--- config.mk ---
export PLATFORM = sky130hd
export DESIGN_NAME = tl_ul_a_arbiter_2to1
export DESIGN_NICKNAME = d
export VERILOG_FILES = /design/src/rtl/tl_ul_a_arbiter_2to1.sv
export SDC_FILE = /design/constraint.sdc
export NUM_CORES = 1
export LEC_CHECK = 0
export ABC_AREA = 1
export CAP_MARGIN = 20
export CORE_AREA = 2 2 150 152
export DETAILED_ROUTE_END_ITERATION = 10
export DIE_AREA = 0 0 152 154
export RECOVER_POWER = 50
export SYNTH_ARGS = -nofsm -noshare
export SYNTH_HDL_FRONTEND = slang
export SYNTH_SLANG_ARGS = --single-unit
--- constraint.sdc ---
create_clock -name clock -period 4.1 [get_ports clock]
set_input_delay 0.41 -clock clock [delete_from_list [all_inputs] [get_ports clock]]
set_output_delay 0.41 -clock clock [all_outputs]
set_load 0.005 [all_outputs]
--- src/rtl/tl_ul_a_arbiter_2to1.sv ---
// tl_ul_a_arbiter_2to1
// Lets two TileLink-UL masters share one 32-bit TL-UL slave port.
//   - A channel: round-robin arbitration between the eligible masters. A beat
//     that is presented but stalled keeps its grant until it fires.
//   - The outbound source ID is {master_idx, master_source}. D responses are
//     routed back to a master by that tag bit, and the tag is stripped again.
//   - Each master may have at most MAX_OUT requests outstanding.
// Ports:
//   clock, reset_n         : clock (rising edge); asynchronous active-low reset
//   m0_a_* / m1_a_*        : master A request channels (valid/ready + payload)
//   m0_d_* / m1_d_*        : master D response channels (valid/ready + payload)
//   s_a_*                  : slave A channel (source is SRC_W+1 bits wide)
//   s_d_*                  : slave D channel (source is SRC_W+1 bits wide)
// The A and D paths are combinational; only arbitration state is registered.
module tl_ul_a_arbiter_2to1 #(
  parameter int SRC_W   = 3,
  parameter int SZ_W    = 2,
  parameter int MAX_OUT = 4
) (
  input  logic               clock,
  input  logic               reset_n,
  // master 0 A
  input  logic               m0_a_valid,
  output logic               m0_a_ready,
  input  logic [2:0]         m0_a_opcode,
  input  logic [2:0]         m0_a_param,
  input  logic [SZ_W-1:0]    m0_a_size,
  input  logic [SRC_W-1:0]   m0_a_source,
  input  logic [31:0]        m0_a_address,
  input  logic [3:0]         m0_a_mask,
  input  logic [31:0]        m0_a_data,
  input  logic               m0_a_corrupt,
  // master 1 A
  input  logic               m1_a_valid,
  output logic               m1_a_ready,
  input  logic [2:0]         m1_a_opcode,
  input  logic [2:0]         m1_a_param,
  input  logic [SZ_W-1:0]    m1_a_size,
  input  logic [SRC_W-1:0]   m1_a_source,
  input  logic [31:0]        m1_a_address,
  input  logic [3:0]         m1_a_mask,
  input  logic [31:0]        m1_a_data,
  input  logic               m1_a_corrupt,
  // master 0 D
  output logic               m0_d_valid,
  input  logic               m0_d_ready,
  output logic [2:0]         m0_d_opcode,
  output logic [1:0]         m0_d_param,
  output logic [SZ_W-1:0]    m0_d_size,
  output logic [SRC_W-1:0]   m0_d_source,
  output logic               m0_d_denied,
  output logic [31:0]        m0_d_data,
  output logic               m0_d_corrupt,
  // master 1 D
  output logic               m1_d_valid,
  input  logic               m1_d_ready,
  output logic [2:0]         m1_d_opcode,
  output logic [1:0]         m1_d_param,
  output logic [SZ_W-1:0]    m1_d_size,
  output logic [SRC_W-1:0]   m1_d_source,
  output logic               m1_d_denied,
  output logic [31:0]        m1_d_data,
  output logic               m1_d_corrupt,
  // slave A
  output logic               s_a_valid,
  input  logic               s_a_ready,
  output logic [2:0]         s_a_opcode,
  output logic [2:0]         s_a_param,
  output logic [SZ_W-1:0]    s_a_size,
  output logic [SRC_W:0]     s_a_source,
  output logic [31:0]        s_a_address,
  output logic [3:0]         s_a_mask,
  output logic [31:0]        s_a_data,
  output logic               s_a_corrupt,
  // slave D
  input  logic               s_d_valid,
  output logic               s_d_ready,
  input  logic [2:0]         s_d_opcode,
  input  logic [1:0]         s_d_param,
  input  logic [SZ_W-1:0]    s_d_size,
  input  logic [SRC_W:0]     s_d_source,
  input  logic               s_d_denied,
  input  logic [31:0]        s_d_data,
  input  logic               s_d_corrupt
);

  localparam int CNT_W = 4;
  localparam logic [CNT_W-1:0] MAX_CNT = CNT_W'(MAX_OUT);

  // Outstanding-count update. The increment is applied first, so an A fire
  // and a D fire on the same master in the same cycle cancel out. A D beat
  // with nothing outstanding leaves the count at zero.
  function automatic logic [CNT_W-1:0] cnt_next(input logic [CNT_W-1:0] cnt,
                                                input logic             inc,
                                                input logic             dec);
    logic [CNT_W-1:0] tmp;
    tmp = cnt + CNT_W'(inc);
    if (dec && (tmp != {CNT_W{1'b0}})) begin
      tmp = tmp - {{(CNT_W-1){1'b0}}, 1'b1};
    end else begin
      tmp = tmp;
    end
    return tmp;
  endfunction

  logic             rr_r;
  logic             lock_r;
  logic             lock_idx_r;
  logic [CNT_W-1:0] cnt0_r;
  logic [CNT_W-1:0] cnt1_r;

  logic elig0_s;
  logic elig1_s;
  logic grant_vld_s;
  logic grant_s;
  logic grant_elig_s;
  logic a_fire_s;
  logic d_idx_s;
  logic d_fire_s;

  // Grant selection: a held (stalled) beat wins, otherwise round-robin on a tie.
  always_comb begin
    elig0_s     = m0_a_valid && (cnt0_r < MAX_CNT);
    elig1_s     = m1_a_valid && (cnt1_r < MAX_CNT);
    grant_vld_s = 1'b0;
    grant_s     = 1'b0;
    if (lock_r) begin
      grant_vld_s = 1'b1;
      grant_s     = lock_idx_r;
    end else if (elig0_s && elig1_s) begin
      grant_vld_s = 1'b1;
      grant_s     = rr_r;
    end else if (elig0_s) begin
      grant_vld_s = 1'b1;
      grant_s     = 1'b0;
    end else if (elig1_s) begin
      grant_vld_s = 1'b1;
      grant_s     = 1'b1;
    end else begin
      grant_vld_s = 1'b0;
      grant_s     = 1'b0;
    end
    grant_elig_s = grant_s ? elig1_s : elig0_s;
  end

  // Handshakes are gated by reset_n so they drop as soon as reset asserts.
  assign s_a_valid  = reset_n && grant_vld_s && grant_elig_s;
  assign a_fire_s   = s_a_valid && s_a_ready;
  assign m0_a_ready = s_a_valid && s_a_ready && !grant_s;
  assign m1_a_ready = s_a_valid && s_a_ready && grant_s;

  // A payload mux. It follows the grant even when nothing is valid.
  always_comb begin
    if (grant_s) begin
      s_a_opcode  = m1_a_opcode;
      s_a_param   = m1_a_param;
      s_a_size    = m1_a_size;
      s_a_source  = {1'b1, m1_a_source};
      s_a_address = m1_a_address;
      s_a_mask    = m1_a_mask;
      s_a_data    = m1_a_data;
      s_a_corrupt = m1_a_corrupt;
    end else begin
      s_a_opcode  = m0_a_opcode;
      s_a_param   = m0_a_param;
      s_a_size    = m0_a_size;
      s_a_source  = {1'b0, m0_a_source};
      s_a_address = m0_a_address;
      s_a_mask    = m0_a_mask;
      s_a_data    = m0_a_data;
      s_a_corrupt = m0_a_corrupt;
    end
  end

  // D routing: the top source bit selects the master; the payload goes to both.
  assign d_idx_s    = s_d_source[SRC_W];
  assign m0_d_valid = reset_n && s_d_valid && !d_idx_s;
  assign m1_d_valid = reset_n && s_d_valid && d_idx_s;
  assign s_d_ready  = reset_n && (d_idx_s ? m1_d_ready : m0_d_ready);
  assign d_fire_s   = s_d_valid && s_d_ready;

  assign m0_d_opcode  = s_d_opcode;
  assign m0_d_param   = s_d_param;
  assign m0_d_size    = s_d_size;
  assign m0_d_source  = s_d_source[SRC_W-1:0];
  assign m0_d_denied  = s_d_denied;
  assign m0_d_data    = s_d_data;
  assign m0_d_corrupt = s_d_corrupt;
  assign m1_d_opcode  = s_d_opcode;
  assign m1_d_param   = s_d_param;
  assign m1_d_size    = s_d_size;
  assign m1_d_source  = s_d_source[SRC_W-1:0];
  assign m1_d_denied  = s_d_denied;
  assign m1_d_data    = s_d_data;
  assign m1_d_corrupt = s_d_corrupt;

  // Arbitration state: round-robin pointer, stall lock and outstanding counters.
  always_ff @(posedge clock or negedge reset_n) begin
    if (!reset_n) begin
      rr_r       <= 1'b0;
      lock_r     <= 1'b0;
      lock_idx_r <= 1'b0;
      cnt0_r     <= {CNT_W{1'b0}};
      cnt1_r     <= {CNT_W{1'b0}};
    end else begin
      if (a_fire_s) begin
        rr_r   <= ~grant_s;
        lock_r <= 1'b0;
      end else if (s_a_valid) begin
        // Stalled beat: keep the grant until it is accepted.
        lock_r     <= 1'b1;
        lock_idx_r <= grant_s;
      end else begin
        // Nothing presented, so there is nothing to hold.
        lock_r <= 1'b0;
      end
      cnt0_r <= cnt_next(cnt0_r, a_fire_s && !grant_s, d_fire_s && !d_idx_s);
      cnt1_r <= cnt_next(cnt1_r, a_fire_s && grant_s, d_fire_s && d_idx_s);
    end
  end

endmodule

; Yosys cells after proc, flatten, opt, wreduce, memory -nomap -nowiden
; Cells that the tools add are included.
[totals]
ff_bits = 11
latchBits = 0
ram_bits = 0
romBits = 0
inputBits = 213
output_inout_bits = 175
memories = 0
[op_classes]
addsub = 4
mul = 0
div_mod_pow = 0
magnitude_cmp = 2
eq_ne = 0
n_shift = 0
mux = 21
bitwise = 2
reduce_logical = 22
[ops]
columns = operator, n
row1 = 2-to-1 mux 32 bit, 2
row2 = logical AND 1 bit, 17
row3 = 2-to-1 mux 4 bit, 4
row4 = 2-to-1 mux 1 bit, 12
row5 = adder 4 x 1 -> 4 bit, 2
row6 = less-than comparator 4 x 3 -> 1 bit (second input constant), 2
row7 = nonzero test 4 bit, 2
row8 = subtractor 4 x 1 -> 4 bit (second input constant), 2
row9 = 2-to-1 mux 3 bit, 2
row10 = zero test 1 bit, 2
row11 = 2-to-1 mux 2 bit, 1
row12 = NOT 1 bit, 2
row13 = AND reduction 2 bit, 1

; Logic depth before layout (Yosys ltp)
[depth]
ltp_word = 14
mapped_depth = 19
depth_no_buf = 19

; Worst setup path after synthesis
; No wires, ideal clock.
[synth_path]
kind = reg-to-reg
start = register cnt0_r[2]
end = register cnt1_r[2]
setup_ps = 121
t_arrival_ps = 2272
required_time_ps = 3979
slack_ps = 1707
stages_incl_launch_ff = 19
path_buffers = 1
synth_period_minus_slack_ps = 2393
path_cell_list = dfrtp_1 > nor2_1 > nand3b_1 > nand2_2 > nand2_4 > inv_4 > buf_2 > nor2_1 > ha_1 > ha_1 > inv_1 > ha_1 > inv_1 > nor2_1 > nand2_1 > nand2_1 > inv_1 > nand2_1 > nand2_1
[synth_via]
elab_chain_len = 13
[synth_rtl]
columns = element, line
row1 = "start, declared", 109  ; logic [CNT_W-1:0] cnt0_r;
row2 = "start signal, assigned", 203  ; cnt0_r <= {CNT_W{1'b0}};
row3 = "start signal, assigned", 217  ; cnt0_r <= cnt_next(cnt0_r, a_fire_s && !grant_s, d_fire_s && !d_idx_s);
row4 = less-than comparator 4 x 3 -> 1 bit *, 123  ; elig0_s = m0_a_valid && (cnt0_r < MAX_CNT);
row5 = logical AND 1 bit *, 123
row6 = 2-to-1 mux 1 bit or logical AND 1 bit (tied branches), "133, 130"
row7 = 2-to-1 mux 1 bit, 130  ; end else if (elig0_s && elig1_s) begin
row8 = 2-to-1 mux 1 bit, 127  ; if (lock_r) begin
row9 = 2-to-1 mux 1 bit or logical AND 1 bit (tied branches), "143, 147"
row10 = logical AND 1 bit, 147  ; assign s_a_valid = reset_n && grant_vld_s && grant_elig_s;
row11 = logical AND 1 bit, --
row12 = logical AND 1 bit *, --
row13 = net m1_a_ready, 35  ; output logic m1_a_ready,
row14 = adder 4 x 1 -> 4 bit *, 97  ; tmp = cnt + CNT_W'(inc);
row15 = branches (longest 2 deep; another with subtractor 4 x 1 -> 4 bit), --
row16 = 2-to-1 mux 4 bit *, 98  ; if (dec && (tmp != {CNT_W{1'b0}})) begin
row17 = "end signal, assigned", 204  ; cnt1_r <= {CNT_W{1'b0}};
row18 = "end signal, assigned", 218  ; cnt1_r <= cnt_next(cnt1_r, a_fire_s && grant_s, d_fire_s && d_idx_s);
row19 = "end, declared", 110  ; logic [CNT_W-1:0] cnt1_r;
; Mark *: on every way through the listed nets, which the timed path passes.
; A chain may end at the register's enable or synchronous reset.

; Worst setup path in the final report
[layout_path]
start = input port m1_a_valid
end = output port s_a_data[12]
[layout_via]
elab_chain_len = 6
[layout_rtl]
columns = element, line
row1 = "start, declared", 34  ; input logic m1_a_valid,
row2 = logical AND 1 bit *, 124  ; elig1_s = m1_a_valid && (cnt1_r < MAX_CNT);
row3 = 2-to-1 mux 1 bit, 136  ; end else if (elig1_s) begin
row4 = 2-to-1 mux 1 bit, 133  ; end else if (elig0_s) begin
row5 = 2-to-1 mux 1 bit *, 130
row6 = 2-to-1 mux 1 bit *, 127
row7 = 2-to-1 mux 32 bit *, 154  ; if (grant_s) begin
row8 = "end, declared", 73  ; output logic [31:0] s_a_data,
; Every way passes the cells marked *; elsewhere a longest branch is shown, timed or not.

==> results.py <==
metrics = {
    "route": {
        "ant_nets": 0,
        "first_pass_iters": 4,
        "via_per_inst": 3.54,
        "drt_wl_total_um": 12500,
        "routedWlPerCell_um": 13.8,
        "drt_iter0_markers": 191,
        "num_vias": 3189,
        "route.detailed.drc": 0,
    },
    "pwr": {
        "p_int_mw": 1.15,
        "clockPowerShare": 0.089,
        "vdd_ir_drop_max_mv": 0.272,
        "p_sw_frac": 0.427,
        "p_comb_frac": 0.818,
        "seq_power_share": 0.093,
        "switching_power_uw": 854,
        "powerDensity_nw_per_um2": 425,
        "leakagePower_nw": 2.26,
    },
    "logic_synthesis": {
        "synth_edf_count": 0,
        "synth_seq_area_share": 0.110,
        "synth-seq-cells": 11,
        "ys_types": 20,
        "yosys-top-cells-area": "nand2_1 42%, buf_4 27%, dfrtp_1 11%, inv_1 4.1%, buf_6 3.6%",
        "synthFlopType": "dfrtp_1",
        "synth_most_common_cell": "nand2_1",
        "yosysWarnings": 0,
        "synth.avg_cell_area_um2": 5.38,
        "synth_fp_nets": 684,
        "ys_async_sr_fraction": 1.00,
        "synth_area_um2": 2500,
        "syn_inst": 465,
        "synth_top_area_frac": 0.423,
        "synth.largest_area_cell": "nand2_1",
        "synthTopCellsByCount": "282 x nand2_1, 89 x buf_4, 27 x inv_1",
    },
    "sta": {
        "timing.fmax_mhz": 319,
        "period_minus_slack_ns": 3.13,
        "finalMaxSlewViolations": 0,
        "slew-limit-headroom": 0.394,
        "worst_pin_slew_ns": 0.909,
        "fin_worst_skew_ns": 0.00164,
        "rsz0062_at_grt": "false",
        "whs_ns": 0.458,
        "setup_tns_ns": 0,
        "final_hold_viol_count": 0,
        "period_share": 0.764,
        "finalSetupViolCount": 0,
    },
    "min_path": {
        "whs_endpoint": "rr_r",
        "min_from": "rr_r",
        "min_path_cells": 2,
        "hold_class": "flop to flop",
    },
    "status": {
        "status": "complete, no violations",
    },
    "die": {
        "start_util": 0.115,
        "die_w_um": 152,
        "die_h_um": 154,
        "die-area_um2": 23400,
        "core_area_um2": 21700,
        "io_pins": 388,
        "rows": 54,
    },
    "cts": {
        "cts.sinks": 11,
        "clock_latency_ns": 0.24,
        "cts_setup_buffers": 0,
        "clk_pin_slew_ns": 0.04,
        "htree_levels": 1,
        "root_buffer": "clkbuf_16",
        "cts_buffer_depth": 2,
        "numCtsBuffers": 3,
        "ctsHoldBuffers": 0,
        "cts_tree": "yes",
        "cts_resized": 0,
    },
    "grt": {
        "top_usage_layer": "met2",
        "grt_overflow_total": 0,
        "grt_max_degree": 83,
        "grt_pass1_vias": 3185,
        "grt_util_all_layers": 0.100,
        "antenna_found_initial": 0,
        "grt_util_met1": 0.123,
        "grtUsageMet3": 0.0530,
        "grt_pass1_wl_um": 18800,
        "use_met2": 0.162,
    },
    "place": {
        "placement.cell_area_um2": 4630,
        "dpl.hpwl_um": 10200,
        "place.port_buffers": 255,
        "globalplace.congestion": 0.822,
    },
    "critical_path": {
        "arrival_ns": 2.72,
        "worstSetupStartpoint": "m1_a_valid",
        "start_kind": "input port",
        "worst_r2r_path_depth": 18,
        "worst_r2r_endpoint": "cnt0_r[2]",
        "r2r-start": "cnt0_r[2]",
        "worstSetupPathType": "input port to primary output",
        "rrSetupSlack_ns": 1.26,
        "critical_path_required_ns": 3.69,
        "critPathCaptureType": "primary output",
        "cp_max_fo": 82,
    },
    "finish": {
        "areaGrowthSynthToFinish_pct": 88.1,
        "final_nets": 841,
        "drive_gt1_frac": 0.0177,
        "num_antenna_cells": 0,
        "nFillCells": 2444,
        "stdcell_area_um2": 4710,
    },
    "run": {
        "drv_cap": 0,
    },
}
-- per-layer routing --
layer	part of all wire	vias up
met5	0	-
met4	0.0032	0
met3	0.13	5
met2	0.44	241
met1	0.42	1339
li1	-	1604
-- placed cells by master, fill, tap and decap left out, types with 3 or more instances in the layout --
cell	n
nor3_1	4
nand2_1	282
nor2_1	7
clkbuf_16	3
o21ai_0	5
inv_1	27
nand3_1	7
clkdlybuf4s50_1	254
ha_1	6
dfrtp_1	11
-- worst max-delay path by stage --
| stage | end | slack, ns | depth (start not counted) |
|---|---|---|---|
| final | s_a_data[12] | 0.97 | 9 |
| after CTS | s_a_data[12] | 0.92 | 9 |
| after global placement | cnt1_r[3] | 0.92 | 17 |
| after floorplan | cnt1_r[2] | 1.71 | 18 |
| after detailed placement | cnt1_r[3] | 0.84 | 17 |
| after global routing | cnt1_r[2] | 0.71 | 17 |
-- per-stage QoR --
stage               instances  total power [mW]  utilization  worst slack (ns)
finish                    901              2.00        0.217             0.969
global route              901              2.21        0.217             0.713
CTS                       901              2.04        0.217             0.921
detailed placement        897              1.84        0.213             0.839
global placement          897              1.84        0.213             0.924
floorplan                 465              1.01            -              1.71
-- worst max-delay path, cell delays in order --
cell,delay (ns)
clkdlybuf4s50_1,0.45
nand2_1,0.07
nor2_2,0.10
nand2_2,0.08
nand2_4,0.07
buf_4,0.62
nand2_1,0.13
nand2_1,0.12
clkdlybuf4s50_1,0.56
-- kinds of logic (layout without fill, tap and decap cells) --
| logic type | after synthesis | after routing | synth area share |
|---|---|---|---|
| AND/OR/NAND/NOR | 306 | 306 | 0.473 |
| XOR/XNOR | 2 | 2 | 0.00700 |
| buffers and inverters | 134 | 290 | 0.368 |
| adder cells (fa/ha/maj) | 6 | 6 | 0.0300 |
| flip-flops | 11 | 11 | 0.110 |
| AO/OA/AOI/OAI | 6 | 6 | 0.0120 |
-- flip-flops by register name, indices dropped and copies added, names as in the netlist --
name        flops
cnt0_r          4
cnt1_r          4
lock_idx_r      1
lock_r          1
rr_r            1
-- power by group through the flow --
| stage | registers, mW | clock network, mW | logic [mW] |
|---|---|---|---|
| 6_report | 0.187 | 0.177 | 1.64 |
| 5_1_grt | 0.193 | 0.184 | 1.83 |
| 4_1_cts | 0.188 | 0.180 | 1.67 |
| 3_5_place_dp | 0.189 | 0 | 1.66 |
| 3_3_place_gp | 0.189 | 0 | 1.65 |
| 2_1_floorplan | 0.182 | 0 | 0.830 |
-- cell type report --
type                       count  area, um^2  share of cell area
timing repair buffer         258        2590               0.550
multi-input combinational    320        1310               0.278
tap                          280         350              0.0744
sequential                    11         275              0.0585
inverter                      28         108              0.0229
clock buffer                   3        75.1              0.0159
clock inverter                 1        5.00             0.00106
No activity file was read; power rests on OpenSTA's default activity.
